--- config.mk ---
export PLATFORM = sky130hd
export DESIGN_NAME = posicionador_de_navios
export DESIGN_NICKNAME = d
export VERILOG_FILES = /design/src/rtl/posicionador_de_navios_pkg.sv /design/src/rtl/posicionador_de_navios_gerador_mascara_navio.sv /design/src/rtl/posicionador_de_navios.sv
export SDC_FILE = /design/constraint.sdc
export NUM_CORES = 1
export LEC_CHECK = 0
export CAP_MARGIN = 20
export CORE_MARGIN = 2
export CORE_UTILIZATION = 60
export CTS_BUF_LIST = sky130_fd_sc_hd__clkbuf_8
export CTS_CLUSTER_DIAMETER = 150
export CTS_CLUSTER_SIZE = 28
export DETAILED_ROUTE_END_ITERATION = 8
export PLACE_DENSITY = 0.88
export SLEW_MARGIN = 20
export SYNTH_ARGS = -nofsm -noshare
export SYNTH_HDL_FRONTEND = slang
export SYNTH_SLANG_ARGS = --single-unit
export TNS_END_PERCENT = 10
--- constraint.sdc ---
create_clock -name clock -period 11 [get_ports clock]
set_input_delay 2.2 -clock clock [delete_from_list [all_inputs] [get_ports clock]]
set_output_delay 2.2 -clock clock [all_outputs]
set_load 0.01 [all_outputs]
--- src/rtl/posicionador_de_navios_pkg.sv ---
// rtl/posicionador_de_navios_pkg.sv - shared grid geometry, fleet sizes and FSM states
package posicionador_de_navios_pkg;

    localparam int NUM_COLUNAS = 5;
    localparam int NUM_LINHAS  = 7;
    localparam int NUM_CELULAS = NUM_COLUNAS * NUM_LINHAS;
    localparam int NUM_NAVIOS  = 3;
    localparam int TAM_MAXIMO  = 3;

    localparam int TAM_PADRAO0 = 3;
    localparam int TAM_PADRAO1 = 2;
    localparam int TAM_PADRAO2 = 1;

    typedef enum logic [1:0] {
        OCIOSO    = 2'd0,
        POSICIONA = 2'd1,
        PRONTO    = 2'd2
    } estado_t;

endpackage

--- src/rtl/posicionador_de_navios_gerador_mascara_navio.sv ---
// rtl/posicionador_de_navios_gerador_mascara_navio.sv - ghost ship mask and bounds check
module gerador_mascara_navio
    import posicionador_de_navios_pkg::*;
(
    input  logic [2:0]             col,
    input  logic [2:0]             row,
    input  logic                   orientacao,
    input  logic [1:0]             tam,
    output logic [NUM_CELULAS-1:0] mascara,
    output logic                   fora_limites
);

    logic [3:0] ext;
    logic [3:0] fim_col;
    logic [3:0] fim_row;

    // Cells past the grid edge are dropped rather than wrapped into the next column/row.
    always_comb begin
        int c;
        int r;
        mascara = '0;
        c = 0;
        r = 0;
        for (int i = 0; i < TAM_MAXIMO; i++) begin
            if (i < int'(tam)) begin
                c = int'(col) + (orientacao ? 0 : i);
                r = int'(row) + (orientacao ? i : 0);
                if (c < NUM_COLUNAS && r < NUM_LINHAS) begin
                    mascara[c*NUM_LINHAS + r] = 1'b1;
                end
            end
        end
    end

    always_comb begin
        ext          = (tam == 2'd0) ? 4'd0 : ({2'b00, tam} - 4'd1);
        fim_col      = {1'b0, col} + (orientacao ? 4'd0 : ext);
        fim_row      = {1'b0, row} + (orientacao ? ext : 4'd0);
        fora_limites = ({1'b0, col} > 4'(NUM_COLUNAS - 1)) ||
                       ({1'b0, row} > 4'(NUM_LINHAS - 1))  ||
                       (fim_col > 4'(NUM_COLUNAS - 1))     ||
                       (fim_row > 4'(NUM_LINHAS - 1));
    end

endmodule

--- src/rtl/posicionador_de_navios.sv ---
// rtl/posicionador_de_navios.sv - fleet placement FSM building the battleship map
module posicionador_de_navios
    import posicionador_de_navios_pkg::*;
#(
    parameter int TAM_NAVIO0 = TAM_PADRAO0,
    parameter int TAM_NAVIO1 = TAM_PADRAO1,
    parameter int TAM_NAVIO2 = TAM_PADRAO2
) (
    input  logic       clock,
    input  logic       reset,
    input  logic       enable,
    input  logic [2:0] coordColuna,
    input  logic [2:0] coordLinha,
    input  logic       orientacao,
    input  logic       confirmar,
    output logic [6:0] mapa0,
    output logic [6:0] mapa1,
    output logic [6:0] mapa2,
    output logic [6:0] mapa3,
    output logic [6:0] mapa4,
    output logic [6:0] previa0,
    output logic [6:0] previa1,
    output logic [6:0] previa2,
    output logic [6:0] previa3,
    output logic [6:0] previa4,
    output logic [1:0] navio_atual,
    output logic       valido,
    output logic       LED_R,
    output logic       LED_G,
    output logic       mapa_pronto
);

    estado_t                estado;
    logic                   conf_prev;
    logic                   pulso;
    logic [NUM_CELULAS-1:0] mapa;
    logic [NUM_CELULAS-1:0] mascara;
    logic [NUM_CELULAS-1:0] previa;
    logic [1:0]             tam_atual;
    logic                   fora_limites;

    assign pulso = confirmar & ~conf_prev;

    always_comb begin
        case (navio_atual)
            2'd0:    tam_atual = TAM_NAVIO0[1:0];
            2'd1:    tam_atual = TAM_NAVIO1[1:0];
            2'd2:    tam_atual = TAM_NAVIO2[1:0];
            default: tam_atual = 2'd0;
        endcase
    end

    gerador_mascara_navio u_mascara (
        .col          (coordColuna),
        .row          (coordLinha),
        .orientacao   (orientacao),
        .tam          (tam_atual),
        .mascara      (mascara),
        .fora_limites (fora_limites)
    );

    assign valido = (estado == POSICIONA) && !fora_limites && !(|(mascara & mapa));

    // The ghost is only shown while a ship is being placed; idle shows nothing.
    always_comb begin
        previa = '0;
        if (estado == POSICIONA) begin
            previa = mapa | mascara;
        end else if (estado == PRONTO) begin
            previa = mapa;
        end
    end

    assign mapa0   = mapa[0*NUM_LINHAS +: NUM_LINHAS];
    assign mapa1   = mapa[1*NUM_LINHAS +: NUM_LINHAS];
    assign mapa2   = mapa[2*NUM_LINHAS +: NUM_LINHAS];
    assign mapa3   = mapa[3*NUM_LINHAS +: NUM_LINHAS];
    assign mapa4   = mapa[4*NUM_LINHAS +: NUM_LINHAS];
    assign previa0 = previa[0*NUM_LINHAS +: NUM_LINHAS];
    assign previa1 = previa[1*NUM_LINHAS +: NUM_LINHAS];
    assign previa2 = previa[2*NUM_LINHAS +: NUM_LINHAS];
    assign previa3 = previa[3*NUM_LINHAS +: NUM_LINHAS];
    assign previa4 = previa[4*NUM_LINHAS +: NUM_LINHAS];

    always_ff @(posedge clock) begin
        if (reset) begin
            estado      <= OCIOSO;
            conf_prev   <= 1'b0;
            mapa        <= '0;
            navio_atual <= 2'd0;
            LED_R       <= 1'b0;
            LED_G       <= 1'b0;
            mapa_pronto <= 1'b0;
        end else begin
            conf_prev <= confirmar;
            // Dropping enable abandons the session even if a confirm arrives on the same edge.
            if (!enable) begin
                estado      <= OCIOSO;
                mapa        <= '0;
                navio_atual <= 2'd0;
                LED_R       <= 1'b0;
                LED_G       <= 1'b0;
                mapa_pronto <= 1'b0;
            end else begin
                case (estado)
                    OCIOSO: begin
                        estado      <= POSICIONA;
                        navio_atual <= 2'd0;
                    end
                    POSICIONA: begin
                        if (pulso) begin
                            if (valido) begin
                                mapa        <= mapa | mascara;
                                navio_atual <= navio_atual + 2'd1;
                                LED_G       <= 1'b1;
                                LED_R       <= 1'b0;
                                if (navio_atual == 2'(NUM_NAVIOS - 1)) begin
                                    estado      <= PRONTO;
                                    mapa_pronto <= 1'b1;
                                end
                            end else begin
                                LED_R <= 1'b1;
                                LED_G <= 1'b0;
                            end
                        end
                    end
                    PRONTO: begin
                        estado <= PRONTO;
                    end
                    default: begin
                        estado <= OCIOSO;
                    end
                endcase
            end
        end
    end

endmodule

**Word-level counts from Yosys, hierarchy flattened**

Cells that the tools add are included.

- Flip-flop bits (word level): 43
- Output and inout port bits: 76

- Add/sub/neg operators: 11
- Multiply operators: 3
- $lt $le $gt $ge: 19
- Equality and inequality tests: 7
- Multiplexer cells: 31
- Bitwise gates (word level): 7
- Reduce and logical (&&, ||, !) cells: 24

Operator list:

| operator | count |
|---|---|
| $mux 35 | 8 |
| $add 4x32->32 | 4 |
| $lt 32x4->1 const B | 4 |
| $or 35x35->35 | 3 |
| $ge 32x1->1 const B | 3 |
| $lt 32x8->1 const B | 3 |
| $add 32x32->32 | 2 |
| $mul 32x4->32 const B | 2 |
| $and 35x35->35 | 1 |
| $reduce_or 35->1 | 1 |
| $add 32x4->32 | 1 |
| $demux 1 s6 | 3 |
| $mux 2 | 7 |
| $mux 4 | 3 |
| $pmux 2 s3 | 2 |
| $reduce_and 3->1 | 3 |
| $add 3x4->4 | 2 |
| $gt 4x3->1 const B | 2 |
| $logic_and 1x1->1 | 8 |
| $mux 1 | 7 |
| $gt 3x3->1 const B | 2 |
| $logic_not 2->1 | 3 |
| $lt 3x3->1 const B | 2 |
| $mul 3x3->6 const B | 1 |
| other kinds (17) | 25 |

**Depth between registers and ports, before layout**

Gate-level depths: netlist of run 1.

- Depth after elaboration: 21
- Gate-level depth with buffers: 24

**By module**

Synthesis of run 1 repeated with hierarchy kept, for this count alone.

- Cells, all modules: 648
- Area, all modules: 4759.6 µm²

By module, submodules not included:

| module | instances | cells an instance | area an instance (µm²) |
|---|---|---|---|
| gerador_mascara_navio | 1 | 380 | 2732.6 |
| posicionador_de_navios | 1 | 268 | 2026.9 |

**Worst setup path before layout of run 1**

Ideal clock, no wire load.

- Path kind: input port to output port
- From: input port orientacao
- To: output port valido
- Arrival: 6.541 ns
- Slack: 2.259 ns
- Stages on the path: 20
- Buffers on the path: 0
- Path through: inv_1 > ha_1 > nand2_1 > xnor2_1 > inv_1 > ha_1 > inv_1 > fa_1 > fa_1 > inv_1 > ha_1 > or3b_1 > or3_1 > o22ai_2 > nand2_1 > o311ai_2 > a222oi_1 > and3_1 > and4_1 > and2_1

- Cells in the longest elaborated chain, start to end: 18
- Elaborated cells on any way between the ends: 48
- Classes of those cells: add/sub (8); mul (2); order compare (10); mux (14); bitwise (3); reduce/logical (11)

Ends and longest elaborated chain:

| what | line | source |
|---|---|---|
| start: declaration | posicionador_de_navios.sv:14 | `input logic orientacao,` |
| $mux 1 | posicionador_de_navios_gerador_mascara_navio.sv:26 | `c = int'(col) + (orientacao ? 0 : i);` |
| $add 4x32->32 | posicionador_de_navios_gerador_mascara_navio.sv:26 |  |
| $mul 32x4->32 | posicionador_de_navios_gerador_mascara_navio.sv:29 | `mascara[c*NUM_LINHAS + r] = 1'b1;` |
| $add 32x32->32 | posicionador_de_navios_gerador_mascara_navio.sv:29 |  |
| $ge 32x1->1 (not written as such) or $lt 32x8->1 (tied branches) | posicionador_de_navios_gerador_mascara_navio.sv:29 |  |
| $logic_and 1x1->1 (not written as such) | posicionador_de_navios_gerador_mascara_navio.sv:29 |  |
| $mux 1 (not written as such) | posicionador_de_navios_gerador_mascara_navio.sv:29 |  |
| $demux 1 s6 | - |  |
| (+2 left out) | - |  |
| $mux 35 | posicionador_de_navios_gerador_mascara_navio.sv:25 | `if (i < int'(tam)) begin` |
| $or 35x35->35 (no line) | - |  |
| $mux 35 | posicionador_de_navios_gerador_mascara_navio.sv:28 | `if (c < NUM_COLUNAS && r < NUM_LINHAS) begin` |
| $mux 35 | posicionador_de_navios_gerador_mascara_navio.sv:25 |  |
| $and 35x35->35 | posicionador_de_navios.sv:62 | `assign valido = (estado == POSICIONA) && !fora_limites && !(\|(mascara & mapa));` |
| $reduce_or 35->1 | posicionador_de_navios.sv:62 |  |
| $logic_not 1->1 | posicionador_de_navios.sv:62 |  |
| $logic_and 1x1->1 (*) | posicionador_de_navios.sv:62 |  |
| end: declaration | posicionador_de_navios.sv:27 | `output logic valido,` |

Mark *: on every way between the ends. The rest lies on a longest branch, timed or not.

**Worst setup path after layout of run 1**

Ends and elaborated chain as after synthesis.

==> flow_summary.json, run 1 <==
{
  "drive_gt1_frac": 0.05195,
  "synthAdderAreaFrac": 0.1952,
  "fp.dieH_um": 101.3,
  "path_buf_inv": 6,
  "syn_avg_cell_area_sq_um": 7.300,
  "drtIter0Drc": 855,
  "dp_cells": 949,
  "synth_cells": 778,
  "nFillCells": 695,
  "cts_root_buf": "clkbuf_8",
  "antenna_found_initial": 0,
  "crit_path_end_kind": "output pin",
  "cp_top_family": "simple AND/OR/NAND/NOR gates",
  "synthFlopType": "dfxtp_1",
  "yosysTopAreaCell": "dfxtp_1",
  "crit_top_cell": "inv_1",
  "max_slew_margin": 0.3870,
  "ys_top_cells_by_count": "nor2_1, a21oi_1, inv_1",
  "initial_utilization": 0.6176,
  "critPathSlowestCell": "clkdlybuf4s50_1",
  "hold_ws_ps": 500.2,
  "grt_max_degree": 45,
  "yosys-top-cells-area": "dfxtp_1, ha_1, a21oi_1, nor2_1, fa_1",
  "arrival_ps": 8420,
  "grt_setup_unrepaired": "false",
  "finalNonFillerCells": 958,
  "overflow": 0,
  "layout_worst_path_cycle_share": 0.9653,
  "grt_util_all_layers": 0.4131,
  "path_clk_slew_ps": 90,
  "cts_max_path_buffers": 2,
  "cp_cell_sequence": "clkdlybuf4s50_1 -> inv_1 -> ha_1 -> nand2_1 -> xnor2_1 -> inv_1 -> ha_1 -> inv_1 -> fa_1 -> fa_1 -> inv_1 -> ha_1 -> or4bb_1 -> or3_1 -> o22ai_2 -> nand2_1 -> o311ai_2 -> a222oi_1 -> and3_1 -> and4_1 -> and2_1 -> clkdlybuf4s50_1",
  "dp_hpwl_um": 16680,
  "ys_async_sr_fraction": 0,
  "fin_area_sq_um": 6731,
  "leakage_nw": 2.533,
  "diodes": 0,
  "avgViaCountPerCell": 6.850,
  "min_path_type": "register to register",
  "yosys.area_share.simple": 0.2840,
  "powerDensity_nw_per_um2": 132.0,
  "wire_per_inst_um": 22.35,
  "netlist_area_sq_um": 5679,
  "startpoint_type": "input port",
  "synth_mux_area_frac": 0.02666,
  "vdd_drop_max_mv": 0.08822,
  "clkLatencyLatePin_ps": 310,
  "synth_edf_count": 0,
  "rows": 35,
  "yosysSeqAreaShare": 0.1516,
  "grt_pass1_wl_um": 33040,
  "fmax_ghz": 0.09418,
  "fin_skew_ps": 10.43,
  "ios": 87,
  "tritoncts": "yes",
  "layout_min_cycle_time_ps": 10620,
  "drt_first_pass_iters": 7,
  "tightest_slew_ps": 919.5,
  "gp_congestion": 1.071,
  "cts_num_sinks": 43,
  "cts_hold_buf": 0,
  "crit_required_ps": 8800,
  "via_count": 6562,
  "cts_setup_buffers": 0,
  "antenna_left": 0,
  "synth_xor_xnor_area_share": 0.02600,
  "synth-compound-area-share": 0.2388,
  "yosysUniqueCellTypes": 79,
  "path_max_fanout": 11,
  "route.detailed.drc": 0,
  "cp_slowest_stage_delay_ps": 520,
  "port_buffers": 86,
  "grt_pass1_vias": 6279,
  "place_area_sq_um": 6578,
  "cts_made_buffers": 5,
  "max_cap_viol_count": 0,
  "core_area_sq_um": 9196,
  "final_hold_viol_count": 0,
  "finalWirelength_um": 21410,
  "setup_viol": 0,
  "die_x_um": 101.3,
  "setup-tns-final_ps": 0,
  "ys_ff_latch": 43,
  "syn2layout_area_growth_pct": 18.53,
  "slew_violations": 0,
  "outcome": "finished, final reports clean",
  "netlist.area_leader.share": 0.1516,
  "nets": 936,
  "path_class": "input port to output pin",
  "yosysMostFrequentCell": "nor2_1",
  "htreeDepth": 2,
  "dieArea_sq_um": 10260,
  "synth_warnings": 0,
  "synth_top_family_by_area": "simple AND/OR/NAND/NOR gates"
}
state kept, by name, summed over array words and instances (netlist names):
register / count
navio_atual: 2
LED_R: 1
conf_prev: 1
mapa: 35
LED_G: 1
mapa_pronto: 1
estado: 2
power by group:
group,leakage [nW],total (mW),internal [mW],switching (mW)
combinational,2.12,0.581,0.176,0.405
clock,0.0695,0.150,0.0900,0.0604
sequential,0.347,0.157,0.156,0.000716
total,2.53,0.889,0.423,0.466
per-stage QoR:
step                      power (mW)  worst slack, ps    util
after floorplan               0.5570             2259       -
after global placement        0.6927            781.0  0.7152
after detailed placement      0.7102            518.6  0.7152
after CTS                     0.8586            512.4  0.7297
after global routing          0.9326            38.57  0.7320
final                         0.8886            381.8  0.7320
timing repair:
| action | CTS | global route |
|---|---|---|
| gates resized for setup | 0 | 1 |
| endpoints found under the hold margin | 0 | 0 |
| setup endpoints to repair | 0 | 1 |
per-layer routing:
metal  wire length (um)  share of wire  global-route usage
met5                  0              0                   0
met1               8132           0.38              0.5296
met3               2701           0.13             0.09938
met4               1050          0.049              0.1830
met2               9527           0.44              0.6607
path summary, 6_finish.rpt:
check	from	end	slack [ps]	depth (start not counted)
hold reg to reg	mapa_pronto	mapa_pronto	500	2
setup / recovery	orientacao	valido	380	22
hold / removal	mapa_pronto	mapa_pronto	500	2
setup reg to reg	navio_atual[0]	navio_atual[0]	6610	15
layout by cell type (no fill, tap or decap), types with 8 or more instances in the layout:
| cell type | n |
|---|---|
| fa_1 | 16 |
| and3_1 | 8 |
| nor3_1 | 16 |
| xor2_1 | 8 |
| clkdlybuf4s50_1 | 86 |
| nor2_1 | 99 |
| or3_1 | 14 |
| a22oi_1 | 8 |
| nand4_1 | 19 |
| nand2_1 | 59 |
| ha_1 | 63 |
| nand2b_1 | 13 |
| inv_1 | 69 |
| dfxtp_1 | 43 |
| nand3_1 | 42 |
| a21oi_1 | 86 |
| a22o_1 | 8 |
| buf_4 | 10 |
| o221ai_1 | 20 |
| o211ai_1 | 8 |
| nor2b_1 | 13 |
cells by family (layout without fill, tap and decap cells):
group,after synthesis,in the layout
xor gates and xnor gates,16,16
other,1,2
buffers and inverters,105,173
and+or+nand+nor,323,323
AOI/OAI and AO/OA,199,199
muxes,12,12
DFF,43,43
adders and majority gates,79,79
layout make-up:
class,instances,area [sq um],share of cell area
Clock inverter,3,63.81,0.009480
Clock buffer,5,68.82,0.01022
Sequential cell,43,860.8,0.1279
Multi-Input combinational cell,631,4393,0.6526
Timing Repair Buffer,97,950.9,0.1413
Inverter,68,255.2,0.03792
Tap cell,111,138.9,0.02063
worst min-delay path, stage by stage, from the launching register on:
cell and delay (ps):
dfxtp_1 340, a21oi_1 40, nor2_1 80
No activity file was read; power rests on OpenSTA's default activity.
==> run 2: changes to the inputs <==
- DONT_BUFFER_PORTS: default -> 1
- PLACE_DENSITY: 0.88 -> 0.76
==> flow_summary.json, run 2 (synthesis results as in run 1) <==
{
  "setup-tns-final_ps": 0,
  "syn2layout_area_growth_pct": 1.520,
  "reg2reg_slack_ps": 6500,
  "netSwitchingFraction": 0.5702,
  "fin_skew_ps": 7.826,
  "clkLatencyLatePin_ps": 310,
  "dp_cells": 857,
  "overflow": 0,
  "final_cell_mix": "nor2_1, a21oi_1, inv_1, ha_1, nand2_1",
  "p_int_mw": 0.3588,
  "cts_resized": 0,
  "path_clk_slew_ps": 80,
  "cts_made_buffers": 5,
  "grt_setup_unrepaired": "false",
  "pwr-share-seq": 0.188,
  "dp_hpwl_um": 16320,
  "layout_min_cycle_time_ps": 9579,
  "finalPower_mw": 0.8347,
  "vdd_drop_max_mv": 0.1230,
  "startpoint_type": "input port",
  "r2r-end": "navio_atual[0]",
  "comb_power_share": 0.687,
  "path_max_fanout": 11,
  "p_clk_frac": 0.125,
  "finalNonFillerCells": 865,
  "via_count": 6199,
  "port_buffers": 0,
  "powerDensity_nw_per_um2": 144.8,
  "reg.largest.list": "mapa x35, estado x2, navio_atual x2",
  "ios": 87,
  "largest_reg_flops": 35,
  "final_common_cell": "nor2_1",
  "layout_worst_path_cycle_share": 0.8708,
  "gp_congestion": 1.105,
  "rows": 35,
  "crit_required_ps": 8800,
  "core_area_sq_um": 9196,
  "grt_pass1_vias": 5863,
  "route.detailed.drc": 0,
  "max_cap_viol_count": 0,
  "cts_max_path_buffers": 2,
  "cp_slowest_stage_delay_ps": 820,
  "setup_viol": 0,
  "cp_cell_sequence": "inv_1 -> ha_1 -> nand2_1 -> xnor2_1 -> inv_1 -> ha_1 -> inv_1 -> fa_1 -> fa_1 -> inv_1 -> ha_1 -> a21oi_2 -> xnor2_1 -> nor3_1 -> nand3_1 -> o221ai_1 -> a22oi_1 -> and3_1 -> and4_1 -> and2_1",
  "cts_hold_buf": 0,
  "drive_gt1_frac": 0.05040,
  "max_slew_margin": 0.3158,
  "initial_utilization": 0.6176,
  "hold_ws_ps": 539.8,
  "top_register": "mapa",
  "grt_util_all_layers": 0.4065,
  "endpoint": "valido",
  "crit_top_cell": "inv_1",
  "finalWirelength_um": 20970,
  "fp.dieH_um": 101.3,
  "crit_path_end_kind": "output pin",
  "drt_first_pass_iters": 6,
  "outcome": "finished, final reports clean",
  "wire_per_inst_um": 24.24,
  "antenna_left": 0,
  "path_class": "input port to output pin",
  "grt_max_degree": 46,
  "drtIter0Drc": 727,
  "antenna_found_initial": 0,
  "grt_pass1_wl_um": 32180,
  "slew_violations": 0,
  "htreeDepth": 2,
  "cts_root_buf": "clkbuf_8",
  "tritoncts": "yes",
  "cts_setup_buffers": 0,
  "nFillCells": 865,
  "nets": 843,
  "min_path_type": "register to register",
  "switchingPower_mw": 0.4759,
  "reg2regPathDepth": 14,
  "leakage_nw": 2.174,
  "arrival_ps": 7380,
  "cts_num_sinks": 43,
  "avgViaCountPerCell": 7.166,
  "crit-reg2reg-launch": "navio_atual[0]",
  "diodes": 0,
  "die_x_um": 101.3,
  "critPathLaunch": "orientacao",
  "fmax_ghz": 0.1044,
  "final_hold_viol_count": 0,
  "dieArea_sq_um": 10260,
  "critPathSlowestCell": "nor3_1",
  "tightest_slew_ps": 1018
}
[run 2: cell count changes in the layout (fill, tap and decap cells not counted), sizes merged]
cell,change
clkinvlp,+1
buf,-7
bufinv,-2
clkinv,+1
clkdlybuf4s50,-86
[run 2: how the worst min path moves through the flow]
stage / start / to / slack (ps) / cells after the start
finish: estado[1] / estado[1] / 540 / 2
global route: estado[1] / estado[1] / 570 / 2
CTS: estado[0] / estado[0] / 540 / 2
detailed placement: estado[0] / estado[0] / 520 / 2
global placement: estado[1] / estado[1] / 500 / 2
floorplan: estado[1] / estado[1] / 480 / 2
[run 2: critical path, delay by kind of cell]
kind	cells	cell delay (ps)
and+or+nand+nor	6	1810
adders and majority gates	5	1710
AOI/OAI and AO/OA	3	930
buffers and inverters	4	430
xor gates and xnor gates	2	290
[run 2: area by class of cell]
class	count	area, sq um	area share
flip-flops and latches	43	860.8	0.1493
clock inverters	3	16.27	0.002821
multi-input cells	631	4395	0.7624
clock buffers	5	68.82	0.01194
inverters	68	255.2	0.04427
repair buffers	4	30.03	0.005208
well taps	111	138.9	0.02409
[run 2: power groups by stage]
stage	logic, mW	registers (mW)	clock network (mW)
floorplan	0.396	0.161	0
global placement	0.517	0.161	0
detailed placement	0.538	0.161	0
CTS	0.540	0.157	0.102
global route	0.605	0.157	0.109
finish	0.573	0.157	0.104
[run 2: stage by stage]
stage	area (sq um)	util	worst slack, ps
6_report	5766	0.6269	1421
5_1_grt	5766	0.6269	1217
4_1_cts	5761	0.6264	1600
3_5_place_dp	5675	0.6171	1624
3_3_place_gp	5672	0.6167	1875
2_1_floorplan	5683	-	2259
[run 2: routing by layer]
layer,vias up,part of all wire,wire (um),track usage
li1,2755,-,-,-
met1,2947,0.39,8179,0.5186
met2,423,0.46,9579,0.6638
met3,74,0.11,2326,0.1063
met4,0,0.042,880,0.1455
met5,-,0,0,0
==> patch, RTL diff (settings of run 2) <==
Set the package constant `NUM_COLUNAS` to 6 (it was 5).
--- a/src/rtl/posicionador_de_navios_pkg.sv
+++ b/src/rtl/posicionador_de_navios_pkg.sv
@@ -3,3 +3,3 @@
 
-    localparam int NUM_COLUNAS = 5;
+    localparam int NUM_COLUNAS = 6;
     localparam int NUM_LINHAS  = 7;
Behaviour: not the same (Yosys sat finds a counterexample within 4 cycles, from zero or initial values and one cycle with reset high).
==> patch against run 2 <==
- non-clock buffer count grew 10
- routed wire length up 43%
- cell area is 20% higher
- core utilization decreased by 2.1 points
- sequential cell count increased by 7
- synthesized area grew 22%
- worst hold slack worse by 21 ps
- power rose by 38%
- setup slack got worse by 8.7 ps
- clock power is 58% higher
- global-route usage is 6.4 points higher
- critical path type unchanged
==> patch: results (changes against run 2) <==
Outcome
  – Outcome: completed

GRT
  – Largest net degree at the start of global routing: 52 (+13%)
  – Initial antenna violation count: 0 (unchanged)
  – Vias in the first global route: 7,462 (+27%)
  – First-pass GRT wire length: 44.53 mm (+38%)
  – GRT Resource Usage Total: 47.10% (+6.4 points)

Cells and area
  – Fraction of layout cells with a size suffix above 1: 5.159% (+0.12 points)
  – Top Registers: mapa: 42 flops, estado: 2 flops, navio_atual: 2 flops
  – # fillers: 1,019 (+18%)
  – Final Net Count: 995 (+18%)

Route
  – M1 WL: 11.44 mm (+40%)
  – DR iter-0 viols: 1,331 (+83%)
  – Met3 routed WL: 4.278 mm (+84%)
  – DRT antenna net count: 0 (unchanged)
  – 1st-pass router iterations: 7 (+1)
  – Wire length on met2: 12.09 mm (+26%)
  – Vias per cell: 7.565 (+5.6%)
  – Routed len/inst: 28.51 um (+18%)

Logic synthesis
  – Ys async rst share: 0% (unchanged)
  – Synth cell types: 77 (-2.5%)
  – Top FF cell, synth: dfxtp_1
  – Top cells by count, synth: nor2_1 (115), a21oi_1 (103), nand2_1 (74), inv_1 (65), ha_1 (58)
  – Synth top area cells: dfxtp_1 (14%), ha_1 (10%), a21oi_1 (7.4%)
  – Synth warn: 0 (unchanged)
  – Seq/Total Area, Yosys: 14.42% (-0.74 points)

Power and ir drop
  – Leak pwr: 2.502 nW (+15%)
  – VDD IR max: 0.0001571 V (+28%)
  – Pwr dens: 167.6 mW/mm^2 (+16%)

STA
  – Worst-Margin Slew: 1236 ps (+217.3 ps)
  – Max Clock Skew: 19.96 ps (+12.14 ps)

Clock tree
  – Clk_lat worst skew: 350 ps (+40 ps)
  – CTS clock-pin slew for the worst setup and hold paths: 90 ps
  – # H-tree levels: 2 (unchanged)
  – Postcts setup bufs: 0 (unchanged)
  – PostCTS Resize Cnt: 0 (unchanged)
  – CTS Root Cell: clkbuf_8

Placed design
  – GPL Wtd Cong: 1.134 (+2.6%)
  – Setup WS pre-CTS: 1546 ps (-78.43 ps)
  – Dpl hpwl: 23.09 mm (+41%)

Worst setup path
  – R2R depth: 14 (unchanged)
  – CP Max Fanout: 10 (-1)

Worst hold path
  – Hold crit path type: reg -> reg
## patch: metal layers
metal  up-vias  global-route usage [%]
li1       3433                       -
met1      3686                   60.43
met2       680                   68.54
met3       175                   17.58
met4         0                   25.68
met5         -                       0
## patch: worst max-delay path: stages
cell	delay (ps)
inv_1	90
ha_1	220
inv_1	120
fa_1	530
inv_1	70
fa_1	480
fa_1	520
inv_1	60
ha_1	480
nor2_1	110
nor2_1	350
a21oi_1	130
o21ai_0	770
o22ai_1	250
a211oi_1	310
nand4_1	210
and4b_1	300
and2_1	190
## patch: cell type report
class / count / area [um^2] / share of cell area [%]
flip-flops and latches: 50 / 1001 / 14.52
repair buffers: 14 / 105.1 / 1.525
clock buffers: 5 / 68.82 / 0.9982
clock inverters: 3 / 68.82 / 0.9982
multi-input cells: 773 / 5224 / 75.77
inverters: 66 / 247.7 / 3.593
well taps: 143 / 178.9 / 2.595
## patch: per-stage QoR
stage	area (um^2)	instances	total power [mW]	utilization (%)	hold WS, ps
floorplan	6947	967	0.7129	-	459.1
global placement	6756	1046	0.9277	59.43	500.3
detailed placement	6756	1046	0.9391	59.43	506.6
CTS	6894	1054	1.102	60.64	525.5
global route	6894	1054	1.190	60.64	546.2
finish	6894	1054	1.155	60.64	518.4
## patch: logic make-up after synthesis
group	synth area share, %
xor gates and xnor gates	1.982
other	0.05401
and+or+nand+nor	26.20
DFF	14.42
muxes	1.784
AOI/OAI and AO/OA	30.02
buffers and inverters	10.47
adders and majority gates	15.07
## patch: worst paths after layout
path                  startpoint             end  slack [ps]
setup reg to reg  navio_atual[0]  navio_atual[0]        5990
setup / recovery      orientacao          valido        1410
hold reg to reg        estado[1]       estado[1]         520
hold / removal         estado[1]       estado[1]         520
## patch: report_power, final
| part | switching (mW) | leakage, nW | internal, mW |
|---|---|---|---|
| Sequential | 0.000961 | 0.403 | 0.182 |
| Clock | 0.0731 | 0.0683 | 0.0912 |
| Combinational | 0.592 | 2.03 | 0.216 |
| Total | 0.667 | 2.50 | 0.489 |
